**config.mk**
```make
export PLATFORM = sky130hd
export DESIGN_NAME = hls_run_sequencer
export DESIGN_NICKNAME = d
export VERILOG_FILES = /design/src/rtl/hls_run_sequencer.sv
export SDC_FILE = /design/constraint.sdc
export NUM_CORES = 1
export LEC_CHECK = 0
export CAP_MARGIN = 15
export CELL_PAD_IN_SITES_DETAIL_PLACEMENT = 2
export CELL_PAD_IN_SITES_GLOBAL_PLACEMENT = 2
export CORE_UTILIZATION = 27
export DETAILED_ROUTE_END_ITERATION = 16
export PLACE_DENSITY = 0.78
export SLEW_MARGIN = 20
export SYNTH_ARGS = -nofsm -noshare
export SYNTH_HDL_FRONTEND = slang
export SYNTH_SLANG_ARGS = --single-unit
```
**constraint.sdc**
```tcl
create_clock -name clock -period 2.56 [get_ports clock]
set_input_delay 0.256 -clock clock [delete_from_list [all_inputs] [get_ports clock]]
set_output_delay 0.256 -clock clock [all_outputs]
set_load 0.01 [all_outputs]
```
**src/rtl/hls_run_sequencer.sv**
```systemverilog
`default_nettype none
// ============================================================================
//  Module      : hls_run_sequencer
//  Description : Host-side command sequencer for one HLS accelerator. Serves
//                WRITE/READ through slave memory channel 0 and RUN through
//                the start/done handshake with cycle counting and timeouts.
//  Revision    : 1.0 - initial release
// ============================================================================
module hls_run_sequencer #(
  parameter int ADDR_W      = 7,
  parameter int DATA_W      = 8,
  parameter int SIZE_W      = 4,
  parameter int CNT_W       = 32,
  parameter int RUN_TIMEOUT = 200000000,
  parameter int RD_TIMEOUT  = 16
) (
  input  logic                  clock,
  input  logic                  reset,
  input  logic                  cmd_valid,
  output logic                  cmd_ready,
  input  logic [1:0]            cmd_op,
  input  logic [ADDR_W-1:0]     cmd_addr,
  input  logic [DATA_W-1:0]     cmd_wdata,
  output logic                  rsp_valid,
  input  logic                  rsp_ready,
  output logic [CNT_W-1:0]      rsp_data,
  output logic [1:0]            rsp_status,
  output logic                  start_port,
  input  logic                  done_port,
  output logic [1:0]            S_oe_ram,
  output logic [1:0]            S_we_ram,
  output logic [2*ADDR_W-1:0]   S_addr_ram,
  output logic [2*DATA_W-1:0]   S_Wdata_ram,
  output logic [2*SIZE_W-1:0]   S_data_ram_size,
  input  logic [2*DATA_W-1:0]   Sout_Rdata_ram,
  input  logic [1:0]            Sout_DataRdy
);

  localparam logic [1:0] OP_WRITE  = 2'b00;
  localparam logic [1:0] OP_READ   = 2'b01;
  localparam logic [1:0] OP_RUN    = 2'b10;

  localparam logic [1:0] ST_OK      = 2'b00;
  localparam logic [1:0] ST_TIMEOUT = 2'b01;
  localparam logic [1:0] ST_BADOP   = 2'b10;

  localparam int              RD_W      = $clog2(RD_TIMEOUT + 1);
  localparam logic [RD_W-1:0] RD_LAST   = RD_W'(RD_TIMEOUT - 1);
  localparam logic [CNT_W-1:0] RUN_LIMIT = CNT_W'(RUN_TIMEOUT);
  localparam logic [SIZE_W-1:0] ACC_SIZE = SIZE_W'(DATA_W);

  typedef enum logic [2:0] {
    S_IDLE    = 3'd0,
    S_WR      = 3'd1,
    S_RD      = 3'd2,
    S_RD_WAIT = 3'd3,
    S_START   = 3'd4,
    S_RUN     = 3'd5,
    S_RESP    = 3'd6
  } state_e;

  state_e             state_q;
  logic               cmd_ready_q;
  logic               rsp_valid_q;
  logic [CNT_W-1:0]   rsp_data_q;
  logic [1:0]         rsp_status_q;
  logic               start_q;
  logic               we_q;
  logic               oe_q;
  logic [ADDR_W-1:0]  addr_q;
  logic [DATA_W-1:0]  wdata_q;
  logic [SIZE_W-1:0]  size_q;
  logic [CNT_W-1:0]   cnt_q;
  logic [RD_W-1:0]    rd_wait_q;

  logic [CNT_W-1:0]   cnt_inc_d;
  logic [CNT_W-1:0]   rdata_d;
  logic               w_unused_ch1;

  // Saturating increment of the run counter and zero-extended channel-0 read data
  assign cnt_inc_d    = (cnt_q == {CNT_W{1'b1}}) ? cnt_q : cnt_q + 1'b1;
  assign rdata_d      = CNT_W'(Sout_Rdata_ram[DATA_W-1:0]);
  assign w_unused_ch1 = ^{Sout_Rdata_ram[2*DATA_W-1:DATA_W], Sout_DataRdy[1]};

  // Sequencer FSM: every output is a register updated on the edge entering its state
  always_ff @(posedge clock or negedge reset) begin
    if (!reset) begin
      state_q      <= S_IDLE;
      cmd_ready_q  <= 1'b0;
      rsp_valid_q  <= 1'b0;
      rsp_data_q   <= '0;
      rsp_status_q <= ST_OK;
      start_q      <= 1'b0;
      we_q         <= 1'b0;
      oe_q         <= 1'b0;
      addr_q       <= '0;
      wdata_q      <= '0;
      size_q       <= '0;
      cnt_q        <= '0;
      rd_wait_q    <= '0;
    end else begin
      // Strobes are single-cycle; only the accept edge raises them
      start_q <= 1'b0;
      we_q    <= 1'b0;
      oe_q    <= 1'b0;
      case (state_q)
        S_IDLE: begin
          cmd_ready_q <= 1'b1;
          addr_q      <= '0;
          wdata_q     <= '0;
          size_q      <= '0;
          if (cmd_valid && cmd_ready_q) begin
            cmd_ready_q <= 1'b0;
            case (cmd_op)
              OP_WRITE: begin
                state_q <= S_WR;
                we_q    <= 1'b1;
                addr_q  <= cmd_addr;
                wdata_q <= cmd_wdata;
                size_q  <= ACC_SIZE;
              end
              OP_READ: begin
                state_q <= S_RD;
                oe_q    <= 1'b1;
                addr_q  <= cmd_addr;
                size_q  <= ACC_SIZE;
              end
              OP_RUN: begin
                state_q <= S_START;
                start_q <= 1'b1;
                cnt_q   <= CNT_W'(1);
              end
              default: begin
                state_q      <= S_RESP;
                rsp_valid_q  <= 1'b1;
                rsp_data_q   <= '0;
                rsp_status_q <= ST_BADOP;
              end
            endcase
          end
        end
        S_WR: begin
          addr_q       <= '0;
          wdata_q      <= '0;
          size_q       <= '0;
          state_q      <= S_RESP;
          rsp_valid_q  <= 1'b1;
          rsp_data_q   <= '0;
          rsp_status_q <= ST_OK;
        end
        S_RD: begin
          addr_q    <= '0;
          size_q    <= '0;
          rd_wait_q <= '0;
          if (Sout_DataRdy[0]) begin
            state_q      <= S_RESP;
            rsp_valid_q  <= 1'b1;
            rsp_data_q   <= rdata_d;
            rsp_status_q <= ST_OK;
          end else begin
            state_q <= S_RD_WAIT;
          end
        end
        S_RD_WAIT: begin
          if (Sout_DataRdy[0]) begin
            state_q      <= S_RESP;
            rsp_valid_q  <= 1'b1;
            rsp_data_q   <= rdata_d;
            rsp_status_q <= ST_OK;
          end else if (rd_wait_q == RD_LAST) begin
            state_q      <= S_RESP;
            rsp_valid_q  <= 1'b1;
            rsp_data_q   <= '0;
            rsp_status_q <= ST_TIMEOUT;
          end else begin
            rd_wait_q <= rd_wait_q + 1'b1;
          end
        end
        S_START, S_RUN: begin
          // cnt_q already includes the current cycle, so done here reports it directly
          if (done_port) begin
            state_q      <= S_RESP;
            rsp_valid_q  <= 1'b1;
            rsp_data_q   <= cnt_q;
            rsp_status_q <= ST_OK;
          end else if (cnt_q >= RUN_LIMIT) begin
            state_q      <= S_RESP;
            rsp_valid_q  <= 1'b1;
            rsp_data_q   <= RUN_LIMIT;
            rsp_status_q <= ST_TIMEOUT;
          end else begin
            state_q <= S_RUN;
            cnt_q   <= cnt_inc_d;
          end
        end
        S_RESP: begin
          if (rsp_ready) begin
            state_q      <= S_IDLE;
            cmd_ready_q  <= 1'b1;
            rsp_valid_q  <= 1'b0;
            rsp_data_q   <= '0;
            rsp_status_q <= ST_OK;
            cnt_q        <= '0;
            rd_wait_q    <= '0;
          end
        end
        default: begin
          state_q     <= S_IDLE;
          cmd_ready_q <= 1'b0;
          rsp_valid_q <= 1'b0;
        end
      endcase
    end
  end

  // Channel 1 is never used by this sequencer and stays tied low
  assign cmd_ready       = cmd_ready_q;
  assign rsp_valid       = rsp_valid_q;
  assign rsp_data        = rsp_data_q;
  assign rsp_status      = rsp_status_q;
  assign start_port      = start_q;
  assign S_oe_ram        = {1'b0, oe_q};
  assign S_we_ram        = {1'b0, we_q};
  assign S_addr_ram      = {{ADDR_W{1'b0}}, addr_q};
  assign S_Wdata_ram     = {{DATA_W{1'b0}}, wdata_q};
  assign S_data_ram_size = {{SIZE_W{1'b0}}, size_q};

endmodule
`default_nettype wire

```
==> flow_summary.html, run 1 <==
<table>
<tr><th>Metric</th><th>Value</th></tr>
<tr><th colspan="2">STA</th></tr>
<tr><td>Worst slew margin</td><td>0.600</td></tr>
<tr><td>Worst clock skew</td><td>0.00788 ns</td></tr>
<tr><td>Total setup violations reported at the end of the flow</td><td>33</td></tr>
<tr><td>Max-slew violation count</td><td>0</td></tr>
<tr><td>Period minus WS final</td><td>2.65 ns</td></tr>
<tr><td>Worst slew pin tran</td><td>0.600 ns</td></tr>
<tr><td>Setup repair after global routing missed its margin</td><td>true</td></tr>
<tr><td>Smallest setup slack after layout</td><td>-0.0892 ns</td></tr>
<tr><td>Share of the cycle needed by the critical path after routing</td><td>1.03</td></tr>
<tr><td>Final hold viol count</td><td>0</td></tr>
<tr><td>Peak Freq</td><td>0.377 GHz</td></tr>
<tr><td>Worst Hold Margin</td><td>0.455 ns</td></tr>
<tr><th colspan="2">Setup path</th></tr>
<tr><td>Worst stage delay on the critical path</td><td>0.54 ns</td></tr>
<tr><td>Critical path start-end classification</td><td>reg -&gt; reg</td></tr>
<tr><td>CP endpoint kind</td><td>register</td></tr>
<tr><td>Critical-path cell with the highest stage delay</td><td>sky130_fd_sc_hd__or4_4</td></tr>
<tr><td>Worst path required time</td><td>2.83 ns</td></tr>
<tr><td>Number of buffers and inverters on the critical path</td><td>4</td></tr>
<tr><td>Arrival time of data at the critical path endpoint</td><td>2.92 ns</td></tr>
<tr><td>Max Fanout on Critical Path</td><td>6</td></tr>
<tr><td>Ordered cell list for the critical path</td><td>inv_2, or4_4, or4_4, and4b_4, nor3_4, buf_12, clkbuf_16, clkbuf_16, mux2i_1</td></tr>
<tr><td>FF-to-FF End</td><td>rsp_data[30]</td></tr>
<tr><td>Origin of the critical flop-to-flop path</td><td>cnt_q[27]</td></tr>
<tr><td>Slack of the worst reg-to-reg path</td><td>-0.09 ns</td></tr>
<tr><td>CP delay by family, top</td><td>simple AND/OR/NAND/NOR gates</td></tr>
<tr><td>Depth of the worst register-to-register path</td><td>9</td></tr>
<tr><td>Launching element type of the critical path</td><td>register</td></tr>
<tr><th colspan="2">Floorplan</th></tr>
<tr><td>Die width</td><td>137 µm</td></tr>
<tr><td>Count of pins on the block boundary</td><td>119</td></tr>
<tr><td>Area enclosed by the die boundary</td><td>0.0187 mm²</td></tr>
<tr><td>Initial Util</td><td>0.280</td></tr>
<tr><td>Core footprint</td><td>0.0175 mm²</td></tr>
<tr><td>Die outline height</td><td>137 µm</td></tr>
<tr><td>Cell row count</td><td>48</td></tr>
<tr><th colspan="2">Yosys</th></tr>
<tr><td>Synthesis-stage register bit count</td><td>95</td></tr>
<tr><td>Cell variety after synth</td><td>48</td></tr>
<tr><td>Mean area per synthesized cell</td><td>9.72 µm²</td></tr>
<tr><td>Synthesized area</td><td>0.00491 mm²</td></tr>
<tr><td>Sequential element share of the synthesized area</td><td>0.484</td></tr>
<tr><td>Most used flip-flop cell after synthesis</td><td>sky130_fd_sc_hd__dfrtp_1</td></tr>
<tr><td>Gate Count Post-Synth</td><td>505</td></tr>
<tr><td>Count of flip-flops with a built-in enable after synthesis</td><td>0</td></tr>
<tr><td>Share of flip-flops with an asynchronous set or reset</td><td>1.00</td></tr>
<tr><td>Yosys synthesis warning count</td><td>0</td></tr>
<tr><th colspan="2">Global route</th></tr>
<tr><td>Wire length of the first global-routing pass</td><td>24.8 mm</td></tr>
<tr><td>Overall global routing resource usage</td><td>0.174</td></tr>
<tr><td>Global route total overflow</td><td>0</td></tr>
<tr><td>Vias in the first global route</td><td>4,622</td></tr>
<tr><td>Pin count of the biggest net entering global routing</td><td>54</td></tr>
<tr><td>Initial antenna violation count</td><td>0</td></tr>
<tr><th colspan="2">Detailed routing</th></tr>
<tr><td>DRC errors left</td><td>0</td></tr>
<tr><td>Number of routed nets with antenna violations</td><td>0</td></tr>
<tr><td>Via density</td><td>5.06</td></tr>
<tr><td>Iteration-0 DRC Markers</td><td>220</td></tr>
<tr><td>Total Wirelength</td><td>16.7 mm</td></tr>
<tr><td>TritonRoute pass-1 iters</td><td>4</td></tr>
<tr><td>Routed len/inst</td><td>19.4 µm</td></tr>
<tr><td>Total vias in the final route</td><td>4,343</td></tr>
<tr><th colspan="2">Power and ir drop</th></tr>
<tr><td>Switching share of total power</td><td>0.386</td></tr>
<tr><td>Share of power burned in registers</td><td>0.289</td></tr>
<tr><td>Comb power frac</td><td>0.526</td></tr>
<tr><td>Overall power after layout</td><td>6.81 mW</td></tr>
<tr><td>Fraction of power consumed by the clock network</td><td>0.185</td></tr>
<tr><td>Leak Pwr</td><td>2.92 nW</td></tr>
<tr><td>Net Sw Power</td><td>2.63 mW</td></tr>
<tr><td>Power per Cell Area</td><td>1020 mW/mm²</td></tr>
<tr><td>Worst supply voltage drop on vdd</td><td>0.482 mV</td></tr>
<tr><td>Internal power summed over all cells</td><td>4.18 mW</td></tr>
<tr><th colspan="2">Outcome</th></tr>
<tr><td>Outcome</td><td>complete, but fails checks</td></tr>
<tr><td>Violated checks</td><td>setup timing</td></tr>
<tr><th colspan="2">Clocking</th></tr>
<tr><td>Number of clock sinks</td><td>95</td></tr>
<tr><td>Clock tree root buffer cell</td><td>sky130_fd_sc_hd__clkbuf_16</td></tr>
<tr><td>CTS clock-pin slew for the worst setup and hold paths</td><td>0.06 ns</td></tr>
<tr><td>Number of clock buffers inserted by TritonCTS</td><td>9</td></tr>
<tr><td>CTS H-tree lvls</td><td>3</td></tr>
<tr><td>Worst-Skew Late Latency</td><td>0.36 ns</td></tr>
<tr><td>CTS tree</td><td>yes</td></tr>
<tr><td>Maximum number of buffers from clock root to sink</td><td>2</td></tr>
<tr><th colspan="2">Cells and area</th></tr>
<tr><td>Growth of design area from synthesis to finish</td><td>36.6%</td></tr>
<tr><td>Number of diodes</td><td>0</td></tr>
<tr><td>Proportion of layout cells with a drive suffix above 1</td><td>0.169</td></tr>
<tr><td>Total area of sequential cells</td><td>0.00238 mm²</td></tr>
<tr><td>Filler instances</td><td>1,875</td></tr>
<tr><td>Multi-input gate area</td><td>0.00227 mm²</td></tr>
<tr><td>Net count of the finished layout</td><td>677</td></tr>
<tr><th colspan="2">Job</th></tr>
<tr><td>Number of maximum-capacitance constraint violations</td><td>0</td></tr>
<tr><th colspan="2">Placed design</th></tr>
<tr><td>Weighted congestion reported at the end of routability-driven placement</td><td>0.780</td></tr>
<tr><td>Post-detail-place hpwl</td><td>11.0 mm</td></tr>
<tr><td>Count of port buffers added during placement</td><td>85</td></tr>
<tr><th colspan="2">Worst hold path</th></tr>
<tr><td>Path class of the lowest-slack min-delay path</td><td>in -&gt; async</td></tr>
</table>
-- area by class of cell --
cell class                      count  area share
Sequential cell                    95       0.355
Inverter                           39      0.0218
Tap cell                          225      0.0420
Timing Repair Buffer              137       0.204
Multi-Input combinational cell    347       0.339
Clock buffer                       14      0.0379
Clock inverter                      1    0.000746
-- cells in the mapped netlist (2+ instances only) --
| master | number | area [µm²] |
|---|---|---|
| sky130_fd_sc_hd__a211o_1 | 3 | 26.3 |
| sky130_fd_sc_hd__a211oi_1 | 2 | 15.0 |
| sky130_fd_sc_hd__a21oi_1 | 41 | 205 |
| sky130_fd_sc_hd__a22o_1 | 15 | 131 |
| sky130_fd_sc_hd__a22oi_1 | 2 | 15.0 |
| sky130_fd_sc_hd__a31o_2 | 2 | 17.5 |
| sky130_fd_sc_hd__and2_1 | 5 | 31.3 |
| sky130_fd_sc_hd__and3_1 | 11 | 68.8 |
| sky130_fd_sc_hd__and4_1 | 2 | 17.5 |
| sky130_fd_sc_hd__buf_2 | 2 | 10.0 |
| sky130_fd_sc_hd__buf_4 | 27 | 203 |
| sky130_fd_sc_hd__buf_6 | 2 | 22.5 |
| sky130_fd_sc_hd__clkbuf_1 | 16 | 60.1 |
| sky130_fd_sc_hd__dfrtp_1 | 95 | 2380 |
| sky130_fd_sc_hd__ha_1 | 8 | 100 |
| sky130_fd_sc_hd__inv_1 | 39 | 146 |
| sky130_fd_sc_hd__mux2_2 | 22 | 248 |
| sky130_fd_sc_hd__mux2i_1 | 12 | 120 |
| sky130_fd_sc_hd__nand2_1 | 49 | 184 |
| sky130_fd_sc_hd__nand2b_1 | 3 | 18.8 |
| sky130_fd_sc_hd__nand3_1 | 17 | 85.1 |
| sky130_fd_sc_hd__nand4_1 | 8 | 50.1 |
| sky130_fd_sc_hd__nor2_1 | 19 | 71.3 |
| sky130_fd_sc_hd__nor2b_1 | 4 | 25.0 |
| sky130_fd_sc_hd__nor3_1 | 5 | 25.0 |
| sky130_fd_sc_hd__nor4_1 | 4 | 25.0 |
| sky130_fd_sc_hd__o211ai_1 | 3 | 22.5 |
| sky130_fd_sc_hd__o21a_1 | 3 | 22.5 |
| sky130_fd_sc_hd__o21ai_0 | 28 | 140 |
| sky130_fd_sc_hd__o22ai_1 | 3 | 18.8 |
| sky130_fd_sc_hd__o31ai_1 | 9 | 67.6 |
| sky130_fd_sc_hd__or2_2 | 2 | 12.5 |
| sky130_fd_sc_hd__or3_1 | 15 | 93.8 |
| sky130_fd_sc_hd__or4_1 | 12 | 90.1 |
| sky130_fd_sc_hd__xor2_1 | 2 | 17.5 |
-- worst max-delay path by stage --
stage	startpoint	to	slack, ns	depth (start not counted)
after floorplan	cnt_q[26]	rsp_data[0]	0.02	6
final	cnt_q[27]	rsp_data[30]	-0.09	9
after detailed placement	cnt_q[23]	rsp_data[3]	-0.05	7
after CTS	cnt_q[30]	cnt_q[26]	0.001	7
after global routing	cnt_q[27]	rsp_data[30]	-0.14	9
after global placement	cnt_q[27]	rsp_data[27]	0.05	7
-- timing repair --
item	in CTS	in global routing
pin swaps	1	2
endpoints found under the hold margin	42	0
gates cloned	1	3
gates resized for setup	5	32
setup buffers	3	7
hold buffers	1	0
endpoints found under the setup margin	34	39
-- logic make-up (layout without fill, tap and decap cells) --
| kind of cell | Yosys count | count (layout) | share of synthesized area |
|---|---|---|---|
| fa+ha+maj | 8 | 8 | 0.0204 |
| flops | 95 | 95 | 0.484 |
| buf+inv | 86 | 191 | 0.0900 |
| xor+xnor | 2 | 2 | 0.00357 |
| mux | 34 | 34 | 0.0749 |
| simple gates | 160 | 160 | 0.173 |
| other cells | 1 | 24 | 0.000764 |
| compound gates | 119 | 119 | 0.153 |
-- registers in the layout (all words and copies together), names as in the netlist --
signal and flops:
oe_q 1, addr_q 7, wdata_q 8, rsp_valid 1, state_q 3, size_q 1, start_port 1, cmd_ready 1
rd_wait_q 5, rsp_data 32, cnt_q 32, we_q 1, rsp_status 2
-- per-layer routing --
layer,wire [µm],global-route usage,share of wire,vias up
li1,-,-,-,1994
met5,0,0,0,-
met3,557,0.0233,0.033,18
met2,8310,0.296,0.50,87
met4,268,0.0665,0.016,0
met1,7520,0.225,0.45,2244
-- through the flow --
| stage | utilization | worst slack, ns | std cells | cell area (µm²) | setup TNS (ns) |
|---|---|---|---|---|---|
| after floorplan | - | 0.0205 | 528 | 4990 | 0 |
| after global placement | 0.352 | 0.0549 | 830 | 6170 | 0 |
| after detailed placement | 0.352 | -0.0505 | 830 | 6170 | -1.01 |
| after CTS | 0.371 | 0.00109 | 850 | 6500 | 0 |
| after global routing | 0.382 | -0.136 | 858 | 6710 | -3.01 |
| final | 0.382 | -0.0892 | 858 | 6710 | -1.30 |
-- power groups by stage --
| stage | registers, mW | clock network (mW) | logic, mW |
|---|---|---|---|
| global placement | 1.98 | 0 | 2.74 |
| detailed placement | 1.99 | 0 | 2.87 |
| CTS | 1.97 | 1.30 | 3.10 |
| finish | 1.97 | 1.26 | 3.58 |
| global route | 2.01 | 1.34 | 3.78 |
| floorplan | 2.03 | 0 | 1.59 |
-- cell usage in the layout, fill, tap and decap left out, types with 9 or more instances in the layout --
cell	Yosys	routed
sky130_fd_sc_hd__nand2_1	49	49
sky130_fd_sc_hd__clkbuf_16	0	12
sky130_fd_sc_hd__buf_4	27	43
sky130_fd_sc_hd__or4_1	12	10
sky130_fd_sc_hd__nand3_1	17	16
sky130_fd_sc_hd__o31ai_1	9	9
sky130_fd_sc_hd__a22o_1	15	15
sky130_fd_sc_hd__nor2_1	19	17
sky130_fd_sc_hd__and3_1	11	11
sky130_fd_sc_hd__dfrtp_1	95	94
sky130_fd_sc_hd__inv_1	39	38
sky130_fd_sc_hd__a21oi_1	41	40
sky130_fd_sc_hd__clkdlybuf4s50_1	0	84
sky130_fd_sc_hd__or3_1	15	15
sky130_fd_sc_hd__o21ai_0	28	27
sky130_fd_sc_hd__conb_1	1	24
sky130_fd_sc_hd__mux2i_1	12	11
sky130_fd_sc_hd__mux2_4	0	16
No activity file was read; power rests on OpenSTA's default activity.
==> run 2: changes to the inputs <==
--- a/config.mk
+++ b/config.mk
@@ -8,9 +8,9 @@
 export CAP_MARGIN = 15
 export CELL_PAD_IN_SITES_DETAIL_PLACEMENT = 2
 export CELL_PAD_IN_SITES_GLOBAL_PLACEMENT = 2
-export CORE_UTILIZATION = 27
+export CORE_UTILIZATION = 33
 export DETAILED_ROUTE_END_ITERATION = 16
-export PLACE_DENSITY = 0.78
+export PLACE_DENSITY_LB_ADDON = 0.1
 export SLEW_MARGIN = 20
 export SYNTH_ARGS = -nofsm -noshare
 export SYNTH_HDL_FRONTEND = slang
==> constraint.sdc (replaced) <==
create_clock -name clock -period 3.1 [get_ports clock]
set_input_delay 0.31 -clock clock [delete_from_list [all_inputs] [get_ports clock]]
set_output_delay 0.31 -clock clock [all_outputs]
set_load 0.01 [all_outputs]
==> run 2 against run 1 <==
Die area shrank 18%; non-clock buffer count fell by 35; via count shrank 5.8%; largest power group unchanged; wire length fell by 16%; setup slack better by 0.25 ns; the run ends with hold timing left.
==> flow_summary.html, run 2 (synthesis gave the netlist of run 1 again) <==
<table>
<tr><th>Metric</th><th>Value</th></tr>
<tr><th colspan="2">Outcome</th></tr>
<tr><td>Outcome</td><td>complete, but fails checks</td></tr>
<tr><td>Violated checks</td><td>hold timing</td></tr>
<tr><th colspan="2">Detailed routing</th></tr>
<tr><td>DRC errors left</td><td>0</td></tr>
<tr><td>Total vias in the final route</td><td>4,093</td></tr>
<tr><td>Total Wirelength</td><td>14.0 mm</td></tr>
<tr><td>Routed len/inst</td><td>17.9 µm</td></tr>
<tr><td>Number of routed nets with antenna violations</td><td>0</td></tr>
<tr><td>Iteration-0 DRC Markers</td><td>178</td></tr>
<tr><td>Via density</td><td>5.23</td></tr>
<tr><td>TritonRoute pass-1 iters</td><td>4</td></tr>
<tr><th colspan="2">STA</th></tr>
<tr><td>Share of the cycle needed by the critical path after routing</td><td>0.949</td></tr>
<tr><td>Setup repair after global routing missed its margin</td><td>false</td></tr>
<tr><td>Max-slew violation count</td><td>0</td></tr>
<tr><td>Total setup violations reported at the end of the flow</td><td>0</td></tr>
<tr><td>Worst Hold Margin</td><td>-0.0292 ns</td></tr>
<tr><td>Period minus WS final</td><td>2.94 ns</td></tr>
<tr><td>Final hold viol count</td><td>13</td></tr>
<tr><td>Setup TNS</td><td>0 ns</td></tr>
<tr><td>Worst clock skew</td><td>0.00722 ns</td></tr>
<tr><td>Worst slew pin tran</td><td>0.852 ns</td></tr>
<tr><td>Worst slew margin</td><td>0.417</td></tr>
<tr><td>Smallest setup slack after layout</td><td>0.158 ns</td></tr>
<tr><td>Peak Freq</td><td>0.340 GHz</td></tr>
<tr><th colspan="2">Clocking</th></tr>
<tr><td>Post-CTS Hold Buffers</td><td>0</td></tr>
<tr><td>CTS H-tree lvls</td><td>3</td></tr>
<tr><td>Total setup buffers inserted after CTS</td><td>0</td></tr>
<tr><td>CTS tree</td><td>yes</td></tr>
<tr><td>Worst-Skew Late Latency</td><td>0.35 ns</td></tr>
<tr><td>Maximum number of buffers from clock root to sink</td><td>2</td></tr>
<tr><td>CTS clock-pin slew for the worst setup and hold paths</td><td>0.07 ns</td></tr>
<tr><td>Number of clock sinks</td><td>95</td></tr>
<tr><td>Post-CTS Resized</td><td>0</td></tr>
<tr><td>Clock tree root buffer cell</td><td>sky130_fd_sc_hd__clkbuf_16</td></tr>
<tr><td>Number of clock buffers inserted by TritonCTS</td><td>9</td></tr>
<tr><th colspan="2">Cells and area</th></tr>
<tr><td>Most frequent cells in the layout</td><td>sky130_fd_sc_hd__dfrtp_1, sky130_fd_sc_hd__clkdlybuf4s50_1, sky130_fd_sc_hd__nand2_1</td></tr>
<tr><td>Proportion of layout cells with a drive suffix above 1</td><td>0.107</td></tr>
<tr><td>Share of the core filled with cells in the final layout</td><td>0.429</td></tr>
<tr><td>Final Non-Filler Cells</td><td>782</td></tr>
<tr><td>Commonest non-fill, non-tap cell in the layout</td><td>sky130_fd_sc_hd__dfrtp_1</td></tr>
<tr><td>Net count of the finished layout</td><td>642</td></tr>
<tr><td>Growth of design area from synthesis to finish</td><td>27.1%</td></tr>
<tr><td>Number of diodes</td><td>0</td></tr>
<tr><th colspan="2">Power and ir drop</th></tr>
<tr><td>Worst supply voltage drop on vdd</td><td>0.478 mV</td></tr>
<tr><td>Leak Pwr</td><td>2.70 nW</td></tr>
<tr><td>Power per Cell Area</td><td>791 mW/mm²</td></tr>
<tr><th colspan="2">Job</th></tr>
<tr><td>Number of maximum-capacitance constraint violations</td><td>0</td></tr>
<tr><th colspan="2">Setup path</th></tr>
<tr><td>Origin of the critical flop-to-flop path</td><td>cnt_q[22]</td></tr>
<tr><td>CP delay by family, top</td><td>simple AND/OR/NAND/NOR gates</td></tr>
<tr><td>Ordered cell list for the critical path</td><td>nand3_1, or4_1, or4_4, and4b_4, nor3_4, buf_4, mux2_2</td></tr>
<tr><td>Launching element type of the critical path</td><td>register</td></tr>
<tr><td>CP endpoint kind</td><td>register</td></tr>
<tr><td>Max Fanout on Critical Path</td><td>14</td></tr>
<tr><td>Critical path depth in cells</td><td>7</td></tr>
<tr><td>Critical-path cell with the highest stage delay</td><td>sky130_fd_sc_hd__or4_4</td></tr>
<tr><td>Critical path start-end classification</td><td>reg -&gt; reg</td></tr>
<tr><td>Arrival time of data at the critical path endpoint</td><td>3.17 ns</td></tr>
<tr><td>Number of buffers and inverters on the critical path</td><td>1</td></tr>
<tr><td>Depth of the worst register-to-register path</td><td>7</td></tr>
<tr><td>Worst stage delay on the critical path</td><td>0.60 ns</td></tr>
<tr><td>Origin of the worst setup path</td><td>cnt_q[22]</td></tr>
<tr><td>Worst path required time</td><td>3.33 ns</td></tr>
<tr><th colspan="2">Floorplan</th></tr>
<tr><td>Die outline height</td><td>124 µm</td></tr>
<tr><td>Initial Util</td><td>0.338</td></tr>
<tr><td>Count of pins on the block boundary</td><td>119</td></tr>
<tr><td>Core footprint</td><td>0.0145 mm²</td></tr>
<tr><td>Area enclosed by the die boundary</td><td>0.0154 mm²</td></tr>
<tr><td>Cell row count</td><td>44</td></tr>
<tr><td>Die width</td><td>124 µm</td></tr>
<tr><th colspan="2">Placed design</th></tr>
<tr><td>Post-detail-place hpwl</td><td>10.1 mm</td></tr>
<tr><td>Pre-CTS setup slack</td><td>0.181 ns</td></tr>
<tr><td>DP Cell Count</td><td>767</td></tr>
<tr><td>Count of port buffers added during placement</td><td>85</td></tr>
<tr><td>Weighted congestion reported at the end of routability-driven placement</td><td>0.814</td></tr>
<tr><th colspan="2">Global route</th></tr>
<tr><td>Vias in the first global route</td><td>4,494</td></tr>
<tr><td>Met3 layer usage reported by global route</td><td>0.0288</td></tr>
<tr><td>Overall global routing resource usage</td><td>0.199</td></tr>
<tr><td>Pin count of the biggest net entering global routing</td><td>50</td></tr>
<tr><td>Global route total overflow</td><td>0</td></tr>
<tr><td>Met2 track utilization from global routing</td><td>0.349</td></tr>
<tr><td>Wire length of the first global-routing pass</td><td>23.1 mm</td></tr>
<tr><td>Most used routing layer</td><td>met2</td></tr>
<tr><td>Met1 track demand over resource</td><td>0.247</td></tr>
<tr><td>Initial antenna violation count</td><td>0</td></tr>
<tr><th colspan="2">Worst hold path</th></tr>
<tr><td>Path class of the lowest-slack min-delay path</td><td>in -&gt; async</td></tr>
</table>
==> run 2: cell types whose count changed in the layout (fill, tap and decap cells not counted), moves of 2 or more <==
cell | previous run | this run
sky130_fd_sc_hd__buf_12 | 6 | 3
sky130_fd_sc_hd__mux2_2 | 6 | 22
sky130_fd_sc_hd__nor2_1 | 17 | 19
sky130_fd_sc_hd__nor2_2 | 2 | 0
sky130_fd_sc_hd__clkinv_2 | 1 | 3
sky130_fd_sc_hd__or4_4 | 3 | 1
sky130_fd_sc_hd__clkbuf_1 | 4 | 0
sky130_fd_sc_hd__or4_1 | 10 | 12
sky130_fd_sc_hd__buf_4 | 43 | 15
sky130_fd_sc_hd__ha_1 | 6 | 8
sky130_fd_sc_hd__clkbuf_16 | 12 | 9
sky130_fd_sc_hd__ha_2 | 2 | 0
sky130_fd_sc_hd__mux2_4 | 16 | 0
==> run 2: where the power goes <==
group          total (mW)  internal (mW)  switching, mW
sequential           1.62           1.45          0.167
combinational        2.17          0.967           1.20
clock                1.14          0.661          0.481
==> run 2: worst paths after layout <==
path | to | slack, ns
setup / recovery | rsp_data[21] | 0.16
hold / removal | wdata_q[2] | -0.03
setup reg to reg | rsp_data[21] | 0.16
hold reg to reg | size_q[3] | 0.49
max in group asynchronous | addr_q[2] | 2.38
min in group clock | size_q[3] | 0.49
==> run 2: per-stage QoR <==
stage | instance area [µm²] | power, mW
final | 6240 | 4.93
after global routing | 6240 | 5.26
after CTS | 6240 | 5.02
after detailed placement | 5940 | 3.83
after global placement | 5940 | 3.75
after floorplan | 4990 | 2.98
==> run 2: cell type report <==
class / instances / area [µm²]
inverters: 39 / 146
repair buffers: 102 / 1010
fillers: 1593 / 8290
well taps: 184 / 230
flip-flops and latches: 95 / 2380
clock buffers: 11 / 253
multi-input cells: 347 / 2180
clock inverters: 4 / 45.0
==> run 2: worst register-to-register path, delay by kind of cell (launching register included) <==
kind	cells	cell delay [ns]
and+or+nand+nor	5	1.76
DFF	1	0.44
muxes	1	0.36
buffers and inverters	1	0.26
==> run 2: layer usage <==
| metal | part of all wire | vias to the layer above |
|---|---|---|
| met4 | 0.016 | 0 |
| met2 | 0.50 | 89 |
| li1 | - | 1917 |
| met3 | 0.037 | 14 |
| met5 | 0 | - |
| met1 | 0.45 | 2073 |
==> run 3: changes to the inputs <==
--- a/config.mk
+++ b/config.mk
@@ -8,8 +8,9 @@
 export CAP_MARGIN = 15
 export CELL_PAD_IN_SITES_DETAIL_PLACEMENT = 2
 export CELL_PAD_IN_SITES_GLOBAL_PLACEMENT = 2
-export CORE_UTILIZATION = 33
+export CORE_UTILIZATION = 30
 export DETAILED_ROUTE_END_ITERATION = 16
+export MAX_ROUTING_LAYER = met4
 export PLACE_DENSITY_LB_ADDON = 0.1
 export SLEW_MARGIN = 20
 export SYNTH_ARGS = -nofsm -noshare
==> constraint.sdc (replaced) <==
create_clock -name clock -period 3.2 [get_ports clock]
set_input_delay 0.32 -clock clock [delete_from_list [all_inputs] [get_ports clock]]
set_output_delay 0.32 -clock clock [all_outputs]
set_load 0.01 [all_outputs]
==> run 3 against run 2 <==
Largest cell class unchanged; critical endpoint is now rsp_data[15]; worst hold slack improved by 0.51 ns; the run now ends clean; non-clock buffer count increased by 1; critical path depth unchanged; flip-flop and latch count unchanged.
==> flow_summary.html, run 3 (synthesis gave the netlist of run 1 again) <==
<table>
<tr><th>Metric</th><th>Value</th></tr>
<tr><th colspan="2">Outcome</th></tr>
<tr><td>Outcome</td><td>finished, final reports clean</td></tr>
<tr><th colspan="2">Cells and area</th></tr>
<tr><td>Most frequent cells in the layout</td><td>sky130_fd_sc_hd__dfrtp_1, sky130_fd_sc_hd__clkdlybuf4s50_1, sky130_fd_sc_hd__nand2_1</td></tr>
<tr><td>Proportion of layout cells with a drive suffix above 1</td><td>0.107</td></tr>
<tr><td>Final Non-Filler Cells</td><td>816</td></tr>
<tr><td>Number of diodes</td><td>0</td></tr>
<tr><td>Share of the core filled with cells in the final layout</td><td>0.391</td></tr>
<tr><td>Growth of design area from synthesis to finish</td><td>27.1%</td></tr>
<tr><td>Commonest non-fill, non-tap cell in the layout</td><td>sky130_fd_sc_hd__dfrtp_1</td></tr>
<tr><td>Final std cell area, no fill</td><td>0.00624 mm²</td></tr>
<tr><td>Net count of the finished layout</td><td>643</td></tr>
<tr><th colspan="2">STA</th></tr>
<tr><td>Setup TNS</td><td>0 ns</td></tr>
<tr><td>Peak Freq</td><td>0.336 GHz</td></tr>
<tr><td>Total setup violations reported at the end of the flow</td><td>0</td></tr>
<tr><td>Worst clock skew</td><td>0.00789 ns</td></tr>
<tr><td>Worst Hold Margin</td><td>0.483 ns</td></tr>
<tr><td>Final hold viol count</td><td>0</td></tr>
<tr><td>Period minus WS final</td><td>2.98 ns</td></tr>
<tr><td>Setup repair after global routing missed its margin</td><td>false</td></tr>
<tr><td>Max-slew violation count</td><td>0</td></tr>
<tr><td>Worst slew pin tran</td><td>0.762 ns</td></tr>
<tr><td>Share of the cycle needed by the critical path after routing</td><td>0.930</td></tr>
<tr><td>Worst slew margin</td><td>0.488</td></tr>
<tr><th colspan="2">Power and ir drop</th></tr>
<tr><td>Internal power summed over all cells</td><td>2.86 mW</td></tr>
<tr><td>Comb power frac</td><td>0.449</td></tr>
<tr><td>Leak Pwr</td><td>2.68 nW</td></tr>
<tr><td>Worst supply voltage drop on vdd</td><td>0.415 mV</td></tr>
<tr><td>Switching share of total power</td><td>0.393</td></tr>
<tr><td>Power per Cell Area</td><td>754 mW/mm²</td></tr>
<tr><td>Fraction of power consumed by the clock network</td><td>0.220</td></tr>
<tr><td>Share of power burned in registers</td><td>0.331</td></tr>
<tr><td>Net Sw Power</td><td>1.85 mW</td></tr>
<tr><th colspan="2">Clocking</th></tr>
<tr><td>Worst-Skew Late Latency</td><td>0.36 ns</td></tr>
<tr><td>CTS clock-pin slew for the worst setup and hold paths</td><td>0.07 ns</td></tr>
<tr><td>Total setup buffers inserted after CTS</td><td>0</td></tr>
<tr><td>CTS tree</td><td>yes</td></tr>
<tr><td>CTS H-tree lvls</td><td>3</td></tr>
<tr><td>Maximum number of buffers from clock root to sink</td><td>2</td></tr>
<tr><td>Number of clock sinks</td><td>95</td></tr>
<tr><td>Post-CTS Resized</td><td>0</td></tr>
<tr><td>Clock tree root buffer cell</td><td>sky130_fd_sc_hd__clkbuf_16</td></tr>
<tr><td>Number of clock buffers inserted by TritonCTS</td><td>9</td></tr>
<tr><th colspan="2">Floorplan</th></tr>
<tr><td>Core footprint</td><td>0.0159 mm²</td></tr>
<tr><td>Initial Util</td><td>0.308</td></tr>
<tr><td>Die width</td><td>130 µm</td></tr>
<tr><td>Count of pins on the block boundary</td><td>119</td></tr>
<tr><td>Die outline height</td><td>130 µm</td></tr>
<tr><td>Area enclosed by the die boundary</td><td>0.0169 mm²</td></tr>
<tr><td>Cell row count</td><td>46</td></tr>
<tr><th colspan="2">Detailed routing</th></tr>
<tr><td>DRC errors left</td><td>0</td></tr>
<tr><td>Total Wirelength</td><td>14.2 mm</td></tr>
<tr><td>TritonRoute pass-1 iters</td><td>3</td></tr>
<tr><td>Total vias in the final route</td><td>4,050</td></tr>
<tr><td>Iteration-0 DRC Markers</td><td>124</td></tr>
<tr><td>Routed len/inst</td><td>17.4 µm</td></tr>
<tr><td>Number of routed nets with antenna violations</td><td>0</td></tr>
<tr><td>Via density</td><td>4.96</td></tr>
<tr><th colspan="2">Global route</th></tr>
<tr><td>Met2 track utilization from global routing</td><td>0.306</td></tr>
<tr><td>Pin count of the biggest net entering global routing</td><td>45</td></tr>
<tr><td>Met3 layer usage reported by global route</td><td>0.0221</td></tr>
<tr><td>Global route total overflow</td><td>0</td></tr>
<tr><td>Vias in the first global route</td><td>4,417</td></tr>
<tr><td>Most used routing layer</td><td>met2</td></tr>
<tr><td>Initial antenna violation count</td><td>0</td></tr>
<tr><td>Wire length of the first global-routing pass</td><td>23.3 mm</td></tr>
<tr><td>Overall global routing resource usage</td><td>0.187</td></tr>
<tr><td>Met1 track demand over resource</td><td>0.237</td></tr>
<tr><th colspan="2">Worst hold path</th></tr>
<tr><td>Path class of the lowest-slack min-delay path</td><td>reg -&gt; reg</td></tr>
<tr><td>Hold worst-path end</td><td>size_q[3]</td></tr>
<tr><td>Hold Startpoint</td><td>size_q[3]</td></tr>
<tr><td>Hold path depth</td><td>1</td></tr>
<tr><th colspan="2">Setup path</th></tr>
<tr><td>Arrival time of data at the critical path endpoint</td><td>3.21 ns</td></tr>
<tr><td>Max Fanout on Critical Path</td><td>17</td></tr>
<tr><td>Depth of the worst register-to-register path</td><td>7</td></tr>
<tr><td>Worst stage delay on the critical path</td><td>0.59 ns</td></tr>
<tr><td>Launching element type of the critical path</td><td>register</td></tr>
<tr><td>Critical path start-end classification</td><td>reg -&gt; reg</td></tr>
<tr><td>CP delay by family, top</td><td>simple AND/OR/NAND/NOR gates</td></tr>
<tr><td>Slack of the worst reg-to-reg path</td><td>0.22 ns</td></tr>
<tr><td>FF-to-FF End</td><td>rsp_data[15]</td></tr>
<tr><td>Origin of the worst setup path</td><td>cnt_q[22]</td></tr>
<tr><td>Number of buffers and inverters on the critical path</td><td>1</td></tr>
<tr><td>CP endpoint kind</td><td>register</td></tr>
<tr><td>Origin of the critical flop-to-flop path</td><td>cnt_q[22]</td></tr>
<tr><td>Ordered cell list for the critical path</td><td>nand3_1, or4_1, or4_4, and4b_4, nor3_4, buf_4, mux2_2</td></tr>
<tr><td>Critical-path cell with the highest stage delay</td><td>sky130_fd_sc_hd__or4_4</td></tr>
<tr><td>Worst path required time</td><td>3.44 ns</td></tr>
<tr><th colspan="2">Placed design</th></tr>
<tr><td>DP Cell Count</td><td>799</td></tr>
<tr><td>Count of port buffers added during placement</td><td>85</td></tr>
<tr><td>Weighted congestion reported at the end of routability-driven placement</td><td>0.771</td></tr>
<tr><td>Post-detail-place hpwl</td><td>10.2 mm</td></tr>
<tr><td>Area of placed instances</td><td>0.00596 mm²</td></tr>
<tr><th colspan="2">Job</th></tr>
<tr><td>Number of maximum-capacitance constraint violations</td><td>0</td></tr>
</table>
[run 3: cell count changes in the layout (fill, tap and decap cells not counted), moves of 2 or more]
cell                       before  now
sky130_fd_sc_hd__buf_12         3    1
sky130_fd_sc_hd__buf_4         15   17
sky130_fd_sc_hd__inv_6          0    2
sky130_fd_sc_hd__clkbuf_8       2    0
[run 3: layer usage]
layer / part of all wire / wire length [µm] / vias to the layer above
met5: 0 / 0 / -
met1: 0.48 / 6850 / 2041
met4: 0.016 / 226 / 0
met2: 0.48 / 6800 / 71
li1: - / - / 1924
met3: 0.024 / 334 / 14
[run 3: power by group through the flow]
stage / registers [mW] / clock network [mW] / logic, mW
detailed placement: 1.58 / 0 / 2.13
global placement: 1.57 / 0 / 2.07
floorplan: 1.62 / 0 / 1.27
global route: 1.59 / 1.11 / 2.33
CTS: 1.56 / 1.08 / 2.15
finish: 1.56 / 1.04 / 2.11
[run 3: repair_timing]
item	CTS	global route
endpoints found under the hold margin	7	0
setup endpoints to repair	0	0
hold buffers	1	0
[run 3: layout make-up]
| cell class | instances | area, µm² |
|---|---|---|
| fill | 1751 | 9700 |
| sequential | 95 | 2380 |
| multi-input combinational | 347 | 2180 |
| timing repair buffer | 103 | 998 |
| tap | 216 | 270 |
| clock buffer | 10 | 229 |
| inverter | 39 | 146 |
| clock inverter | 6 | 43.8 |
[run 3: worst max-delay path by stage]
stage | endpoint | slack (ns) | cells past startpoint
final | rsp_data[15] | 0.22 | 7
after global routing | rsp_data[15] | 0.1 | 7
after CTS | rsp_data[15] | 0.20 | 7
after detailed placement | rsp_data[27] | 0.21 | 7
after global placement | rsp_data[27] | 0.26 | 7
after floorplan | rsp_data[0] | 0.48 | 7
[run 3: stage by stage]
step | power [mW] | worst slack [ns]
finish | 4.71 | 0.224
global placement | 3.65 | 0.257
global route | 5.02 | 0.0955
detailed placement | 3.72 | 0.209
floorplan | 2.89 | 0.483
CTS | 4.79 | 0.198
